$ cat src/rtl/m68k_bus_target.sv
// m68k_bus_target: 68000 bus responder for a 16-byte register window, terminated with DTACK after WAIT_STATES sys_clk cycles.
// Define M68K_TARGET_BERR_EN to end writes to the read-only ID register (index 7) with BERR instead of DTACK.
module m68k_bus_target #(
    parameter logic [23:0] BASE_ADDR   = 24'hE90000,
    parameter int unsigned WAIT_STATES = 4,
    parameter logic [15:0] ID_VALUE    = 16'h5016
) (
    input  logic        sys_clk,
    input  logic        reset,
    input  logic [23:1] A_IN,
    input  logic [15:0] D_IN,
    output logic [15:0] D_OUT,
    output logic        D_OE,
    input  logic        nAS_IN,
    input  logic        nUDS_IN,
    input  logic        nLDS_IN,
    input  logic        RnW_IN,
    output logic        nDTACK_OE,
    output logic        nBERR_OE,
    output logic        wr_pulse,
    output logic [2:0]  wr_index,
    output logic [15:0] wr_data
);
    typedef enum logic [2:0] {S_IDLE, S_IGNORE, S_DECODE, S_WAIT, S_ACK, S_HOLD} state_t;
    state_t      state, state_n;
    logic [1:0]  as_sync, uds_sync, lds_sync, rnw_sync;
    logic        as_n, uds_n, lds_n, rnw_s;
    logic [3:0]  cnt, cnt_n;
    logic [2:0]  idx, idx_n;
    logic        rnw, rnw_n;
    logic        d_oe_n, dtack_n, berr_n, pulse_n, wr_en;
    logic [15:0] d_out_n, wr_val, rd_data;
    logic [15:0] regs [8];
    logic        hit, ack_berr;

    assign as_n    = as_sync[1];
    assign uds_n   = uds_sync[1];
    assign lds_n   = lds_sync[1];
    assign rnw_s   = rnw_sync[1];
    assign hit     = A_IN[23:4] == BASE_ADDR[23:4];
    assign rd_data = (A_IN[3:1] == 3'd7) ? ID_VALUE : regs[A_IN[3:1]];
    assign wr_val  = {uds_n ? regs[idx][15:8] : D_IN[15:8], lds_n ? regs[idx][7:0] : D_IN[7:0]};
`ifdef M68K_TARGET_BERR_EN
    assign ack_berr = !rnw && idx == 3'd7;
`else
    assign ack_berr = 1'b0;
`endif

    // Strobes idle high, so the synchronizers reset to the released level.
    always_ff @(posedge sys_clk or posedge reset) begin
        if (reset) begin
            as_sync  <= 2'b11;
            uds_sync <= 2'b11;
            lds_sync <= 2'b11;
            rnw_sync <= 2'b11;
        end else begin
            as_sync  <= {as_sync[0], nAS_IN};
            uds_sync <= {uds_sync[0], nUDS_IN};
            lds_sync <= {lds_sync[0], nLDS_IN};
            rnw_sync <= {rnw_sync[0], RnW_IN};
        end
    end

    always_ff @(posedge sys_clk or posedge reset) begin
        if (reset) begin
            state     <= S_IDLE;
            cnt       <= '0;
            idx       <= '0;
            rnw       <= 1'b1;
            D_OUT     <= '0;
            D_OE      <= 1'b0;
            nDTACK_OE <= 1'b0;
            nBERR_OE  <= 1'b0;
            wr_pulse  <= 1'b0;
            wr_index  <= '0;
            wr_data   <= '0;
            for (int i = 0; i < 8; i++) regs[i] <= '0;
        end else begin
            state     <= state_n;
            cnt       <= cnt_n;
            idx       <= idx_n;
            rnw       <= rnw_n;
            D_OUT     <= d_out_n;
            D_OE      <= d_oe_n;
            nDTACK_OE <= dtack_n;
            nBERR_OE  <= berr_n;
            wr_pulse  <= pulse_n;
            if (wr_en) begin
                regs[idx] <= wr_val;
                wr_index  <= idx;
                wr_data   <= wr_val;
            end
        end
    end

    // Read data is driven from the decode edge so it settles well before DTACK.
    always_comb begin
        state_n = state;
        cnt_n   = cnt;
        idx_n   = idx;
        rnw_n   = rnw;
        d_out_n = D_OUT;
        d_oe_n  = D_OE;
        dtack_n = nDTACK_OE;
        berr_n  = nBERR_OE;
        pulse_n = 1'b0;
        wr_en   = 1'b0;
        case (state)
            S_IDLE: begin
                if (!as_n) begin
                    state_n = hit ? S_DECODE : S_IGNORE;
                    idx_n   = A_IN[3:1];
                    rnw_n   = rnw_s;
                    d_oe_n  = hit && rnw_s;
                    d_out_n = (hit && rnw_s) ? rd_data : D_OUT;
                end
            end
            S_IGNORE: state_n = as_n ? S_IDLE : S_IGNORE;
            S_DECODE: begin
                cnt_n   = 4'(WAIT_STATES);
                state_n = S_WAIT;
            end
            S_WAIT: begin
                if (as_n) begin
                    state_n = S_IDLE;
                    d_oe_n  = 1'b0;
                end else if (cnt <= 4'd1) begin
                    state_n = S_ACK;
                    dtack_n = !ack_berr;
                    berr_n  = ack_berr;
                    wr_en   = !rnw && idx != 3'd7 && !(uds_n && lds_n);
                    pulse_n = wr_en;
                end else begin
                    cnt_n = cnt - 4'd1;
                end
            end
            S_ACK: state_n = S_HOLD;
            S_HOLD: begin
                if (as_n) begin
                    state_n = S_IDLE;
                    d_oe_n  = 1'b0;
                    dtack_n = 1'b0;
                    berr_n  = 1'b0;
                end
            end
            default: state_n = S_IDLE;
        endcase
    end
endmodule

$ cat config.mk
export PLATFORM = sky130hd
export DESIGN_NAME = m68k_bus_target
export DESIGN_NICKNAME = d
export VERILOG_FILES = /design/src/rtl/m68k_bus_target.sv
export SDC_FILE = /design/constraint.sdc
export NUM_CORES = 1
export LEC_CHECK = 0
export ABC_AREA = 1
export BUFFER_PORTS_ARGS = -buffer_cell sky130_fd_sc_hd__clkbuf_2
export CAP_MARGIN = 10
export CORE_UTILIZATION = 40
export DETAILED_ROUTE_END_ITERATION = 6
export PLACE_DENSITY = 0.59
export SLEW_MARGIN = 15
export SYNTH_ARGS = -nofsm -noshare
export SYNTH_HDL_FRONTEND = slang
export SYNTH_SLANG_ARGS = --single-unit
export TNS_END_PERCENT = 5
$ cat constraint.sdc
create_clock -name sys_clk -period 6 [get_ports sys_clk]
set_clock_uncertainty 0.2 [all_clocks]
set_input_delay 0.9 -clock sys_clk [delete_from_list [all_inputs] [get_ports sys_clk]]
set_output_delay 0.9 -clock sys_clk [all_outputs]
set_load 0.01 [all_outputs]
# Word level (Yosys, flattened, before mapping)
# Cells that the tools add are included.
word_totals:
  regBits: 186
  latch_bits: 0
  ramBits: 0
  rom_bits: 0
  input_bits: 45
  word_cells: 98
  memories: 0
op_classes:
  n_addsub: 1
  n_mul: 0
  n_div: 0
  n_lt_le_gt_ge: 4
  eq_ne: 15
  shift: 0
  muxes: 34
  bitwise_logic: 3
  n_reduce_logical: 18
ops:
  columns: ["op", "count"]
  rows:
  - ["$bwmux W128", 1]
  - ["$bmux W16 S3", 2]
  - ["$mux W16", 6]
  - ["$demux W16 S3", 1]
  - ["$eq A20 B20 Y1 const B", 1]
  - ["$pmux W3 S6", 1]
  - ["$mux W8", 2]
  - ["$mux W3", 4]
  - ["$reduce_and A3 Y1", 4]
  - ["$mux W1", 10]
  - ["$ne A2 B2 Y1 const B", 5]
  - ["$eq A3 B3 Y1 const B", 3]
  - ["$ge A4 B4 Y1 const B", 2]
  - ["$mux W4", 2]
  - ["$not A3 Y4", 2]
  - ["$pmux W4 S2", 1]
  - ["$eq A3 B2 Y1 const B", 2]
  - ["$ne A3 B3 Y1 const B", 2]
  - ["$pmux W1 S2", 3]
  - ["$reduce_bool A2 Y1", 3]
  - ["$logic_and A1 B1 Y1", 5]
  - ["$le A4 B1 Y1 const B", 1]
  - ["$lt A4 B1 Y1 const B", 1]
  - ["$reduce_and A4 Y1", 1]
  - ["other kinds (9)", 10]

# Logic depth before layout (Yosys ltp)
logic_depth:
  depth_word: 6
  depth_mapped: 11

# Least setup slack after synthesis
# No wires, ideal clock.
synth_timing:
  path_type: "input port to flip-flop"
  startpoint: "input A_IN[1] (netlist bit)"
  endpoint: "register D_OUT[10]"
  setup_ns: 0.117
  arrival_time_ns: 1.824
  required_ns: 5.683
  path_slack_ns: 3.859
  cell_stages: 7
  n_path_buf: 4
  path_cell_list: "buf_2 > buf_2 > buf_2 > nand3_1 > buf_2 > nand3_1 > nand2_1"
synth_via:
  elab_chain_cells: 5
  word_cells_on_any_way: 6
synth_rtl:
  columns: ["item", "line_no", "rtl"]
  rows:
  - ["from (decl)", "10", "input logic [23:1] A_IN,"]
  - ["$not A3 Y4 (not written as such)", "41", "assign rd_data = (A_IN[3:1] == 3'd7) ? ID_VALUE : regs[A_IN[3:1]];"]
  - ["$bmux W16 S3", "41", null]
  - ["$mux W16 (not written as such) (2 in a row)", "41", null]
  - ["$mux W16 (*)", "41", null]
  - ["to (signal assigned)", "83", "D_OUT <= d_out_n;"]
  - ["to (decl)", "12", "output logic [15:0] D_OUT,"]
# Mark *: on every way between the ends. The rest lies on a longest branch, timed or not. The select of a mux whose other input is x is not followed.
# A chain may end at the register's enable or synchronous reset.

# Worst setup path in the final report
layout_timing:
  startpoint: "register idx[0]"
  endpoint: "register regs[110] (netlist bit)"
layout_via:
  elab_chain_cells: 6
  word_cells_on_any_way: 17
layout_rtl:
  columns: ["item", "line_no", "rtl"]
  rows:
  - ["from (decl)", "29", "logic [2:0] idx, idx_n;"]
  - ["from (signal assigned)", "81", "idx <= idx_n;"]
  - ["$not A3 Y4 (not written as such) / $ne A3 B3 Y1 (equally long branches)", "42, 89, 131", null]
  - ["$ge A4 B4 Y1 (not written as such) (tied with other cells)", "89", "regs[idx] <= wr_val;"]
  - ["$logic_and A1 B1 Y1 (not written as such) (tied with other cells)", "89", null]
  - ["$mux W16 (not written as such) (tied with other cells)", "89", null]
  - ["$demux W16 S3 (tied with other cells)", "89", null]
  - ["$bwmux W128 / $mux W1 (equally long branches)", "89, 108", null]
  - ["to (signal, indexed assignment)", "89", null]
  - ["to (decl)", "33", "logic [15:0] regs [8];"]
# Parallel ways exist; a longest one is shown, timed or not. The select of a mux whose other input is x is not followed.

==> qor.txt <==
share of the core filled with cells: 0.455
Filler cells: 2,626
Hold Worst Slack: 0.158 ns
post-route setup slack: 2.71 ns
fraction of final layout cells with drive strength greater than 1: 0.116
TritonCTS clock tree: done
total gr overflow: 0
number of hold violations in the final report: 0
reg-to-reg endpoint: regs[110]
final RePlAce weighted congestion: 0.805
met2 routed WL: 14,600 um
Design Area, Final: 11,600 um2
total standard cell area after synthesis: 10,500 um2
Startpoint Class: flip-flop
total routed wirelength: 33,600 um
number of levels in the clock H-tree: 4
remaining antenna violation count after routing: 0
synthesis-to-layout area growth: 10.3%
Final Setup Violations: 0
beginning of the worst hold path: rnw_sync[0]
Power Density: 302 nW/um2
DRC violations left: 0
Die Outline Area: 26,900 um2
Tmin final: 3.29 ns
Antenna diodes: 0
cell family with the largest share of critical-path delay: simple AND/OR/NAND/NOR gates
worst endpoint required time: 6.12 ns
sequential-to-total area share from yosys stat: 0.442
via/cell ratio: 5.18
relative slew slack: 0.230
cell types occupying the most area after synthesis: sky130_fd_sc_hd__dfrtp_1 (42%), sky130_fd_sc_hd__nand2_1 (25%), sky130_fd_sc_hd__nand3_1 (12%)
number of buffers inserted by hold repair at cts: 0
highest-delay cell along the critical path: sky130_fd_sc_hd__inv_2
Clock transition at path regs: 0.07 ns
ordered cell list for the critical path: inv_2 > nor2_1 > nor2_2 > nand3_2 > buf_4 > inv_2 > nand3_2 > nand2_1 > nand2_1
Post-CTS Setup Bufs: 0
starting density of the core: 0.412
standard-cell row count: 58
Root Buffer: sky130_fd_sc_hd__clkbuf_16
total half-perimeter wirelength after legalization and detailed placement: 19,900 um
final-layout setup total negative slack: 0 ns
Tcrit/Tclk final: 0.548
DRC violation total after the first TritonRoute iteration: 1,063
clock latency reported for the late side of the worst-skew pair: 0.45 ns
actual transition at the worst max-transition pin: 1.16 ns
placed instance count: 1,879
maximum number of pins on one net before global-route repair: 132
origin of the worst setup path: idx[0]
post-synthesis cell type with the largest combined area: sky130_fd_sc_hd__dfrtp_1
largest buffer count on any clock path: 2
Max Transition Viols Final: 0
flip-flop and latch count after synthesis: 185
Max Clk Rate: 0.304 GHz
# IOs: 84
run status: finished, final reports clean
CTS Sinks: 185
kind of end point of the critical path: flip-flop
die width: 164 um
final cell count without fillers: 1,911
number of global-route vias before repair: 9,083
class of the most critical setup path: reg -> reg
Synthesized Nets: 1,605
peak supply drop: 204 uV
count of unique library cells instantiated by Yosys: 29
cts bufs inserted: 17
Leakage Power: 6.42 nW
number of resized instances in the post-cts repair step: 0
overall global routing resource usage: 0.259
post-place instance area: 10,900 um2
Crit Path Max Fanout: 47
number of iterations in the first detailed-routing pass: 6
Hold Path Stages: 0
Hold Path Class: reg -> reg
Top Layer Used: met4
antenna violations before repair: 0
slack of the worst reg-to-reg path: 2.71 ns
PnR Total Power: 3.50 mW
Arr. time, crit path: 3.41 ns
longest individual stage delay on the worst path: 0.74 ns
y dimension of the die: 164 um
number of buffer and inverter instances along the worst setup path: 3
endpoint of the worst hold path: rnw_sync[1]
number of max-cap violations: 0
first-pass GRT wire length: 52,200 um
cells after synthesis: 1,558
met1 layer wirelength in the final routing: 15,800 um
Register-to-Register Path Depth: 9
detailed-routed wire length on met3: 2410 um
per-instance average area after synthesis: 6.74 um2
RSZ-0062 raised after global routing: false
Core Area: 25,500 um2
Synth top area share: 0.419
number of nets in the finished design: 1,615
worst-case setup slack after placement: 2.68 ns
worst reg2reg startpoint: idx[0]
Synthesis Warnings: 0
total via count in the routed design: 9,905
final routed wire length divided by cell count: 17.6 um
PortBufs: 82
[worst max-delay path by stage]
stage | to | slack (ns) | cells after the start
after floorplan | D_OE | 2.53 | 1
final | regs[110] | 2.71 | 9
after detailed placement | D_OUT[0] | 2.68 | 9
after CTS | regs[106] | 2.73 | 9
after global routing | regs[105] | 2.53 | 9
after global placement | D_OUT[0] | 2.64 | 9
[layout make-up]
class	count	area [um2]	area share
repair buffers	92	498	0.0430
inverters	164	619	0.0535
flip-flops and latches	185	4640	0.401
multi-input cells	1108	4760	0.411
clock inverters	13	214	0.0185
well taps	330	413	0.0356
clock buffers	19	433	0.0374
[synth_stat cells, drive strengths merged]
cell type,instances
nand2,691
nand3,264
dfrtp,176
inv,161
nor2,93
buf,52
clkbuf,49
or2,21
o21ai,19
dfstp,9
a21oi,8
nand4,5
clkinv,3
ha,2
nor3,2
conb,1
o211ai,1
o22ai,1
[state kept, by name (all words and copies together) (netlist names)]
register	count
lds_sync	2
rnw	1
D_OE	1
nDTACK_OE	1
state	3
regs	128
wr_pulse	1
idx	3
uds_sync	2
wr_data	16
rnw_sync	2
as_sync	2
wr_index	3
D_OUT	16
cnt	4
[cells in the final DEF (no fill, tap or decap), types with 8 or more instances in the layout]
master,instances
sky130_fd_sc_hd__or2_2,21
sky130_fd_sc_hd__buf_4,9
sky130_fd_sc_hd__a21oi_1,8
sky130_fd_sc_hd__clkbuf_16,17
sky130_fd_sc_hd__o21ai_0,19
sky130_fd_sc_hd__nor2_1,81
sky130_fd_sc_hd__nand3_1,259
sky130_fd_sc_hd__clkbuf_2,82
sky130_fd_sc_hd__dfstp_2,9
sky130_fd_sc_hd__nor2_4,9
sky130_fd_sc_hd__nand2_1,686
sky130_fd_sc_hd__inv_1,155
sky130_fd_sc_hd__dfrtp_1,175
[power breakdown]
group          switching [mW]  internal (mW)
Sequential             0.0229           1.27
Clock                   0.535          0.748
Combinational           0.710          0.209
Total                    1.27           2.23
[worst register-to-register path, delay by kind of cell, from the launching register on]
kind	cells	cell delay [ns]
buf+inv	3	1.28
flops	1	0.40
simple gates	6	1.29
[metal layers]
layer | global-route usage | vias up
met1 | 0.381 | 4611
li1 | - | 4795
met4 | 0.0846 | 0
met3 | 0.0341 | 51
met5 | 0 | -
met2 | 0.391 | 448
[logic make-up (layout without fill, tap and decap cells)]
| group | count (synthesis) | in the layout | share of synthesized area |
|---|---|---|---|
| buffers and inverters | 265 | 288 | 0.105 |
| AND/OR/NAND/NOR | 1076 | 1076 | 0.437 |
| flip-flops | 185 | 185 | 0.442 |
| other | 1 | 1 | 0.000357 |
| AO/OA/AOI/OAI | 29 | 29 | 0.0142 |
| adder cells (fa/ha/maj) | 2 | 2 | 0.00238 |
No activity file was read; power rests on OpenSTA's default activity.
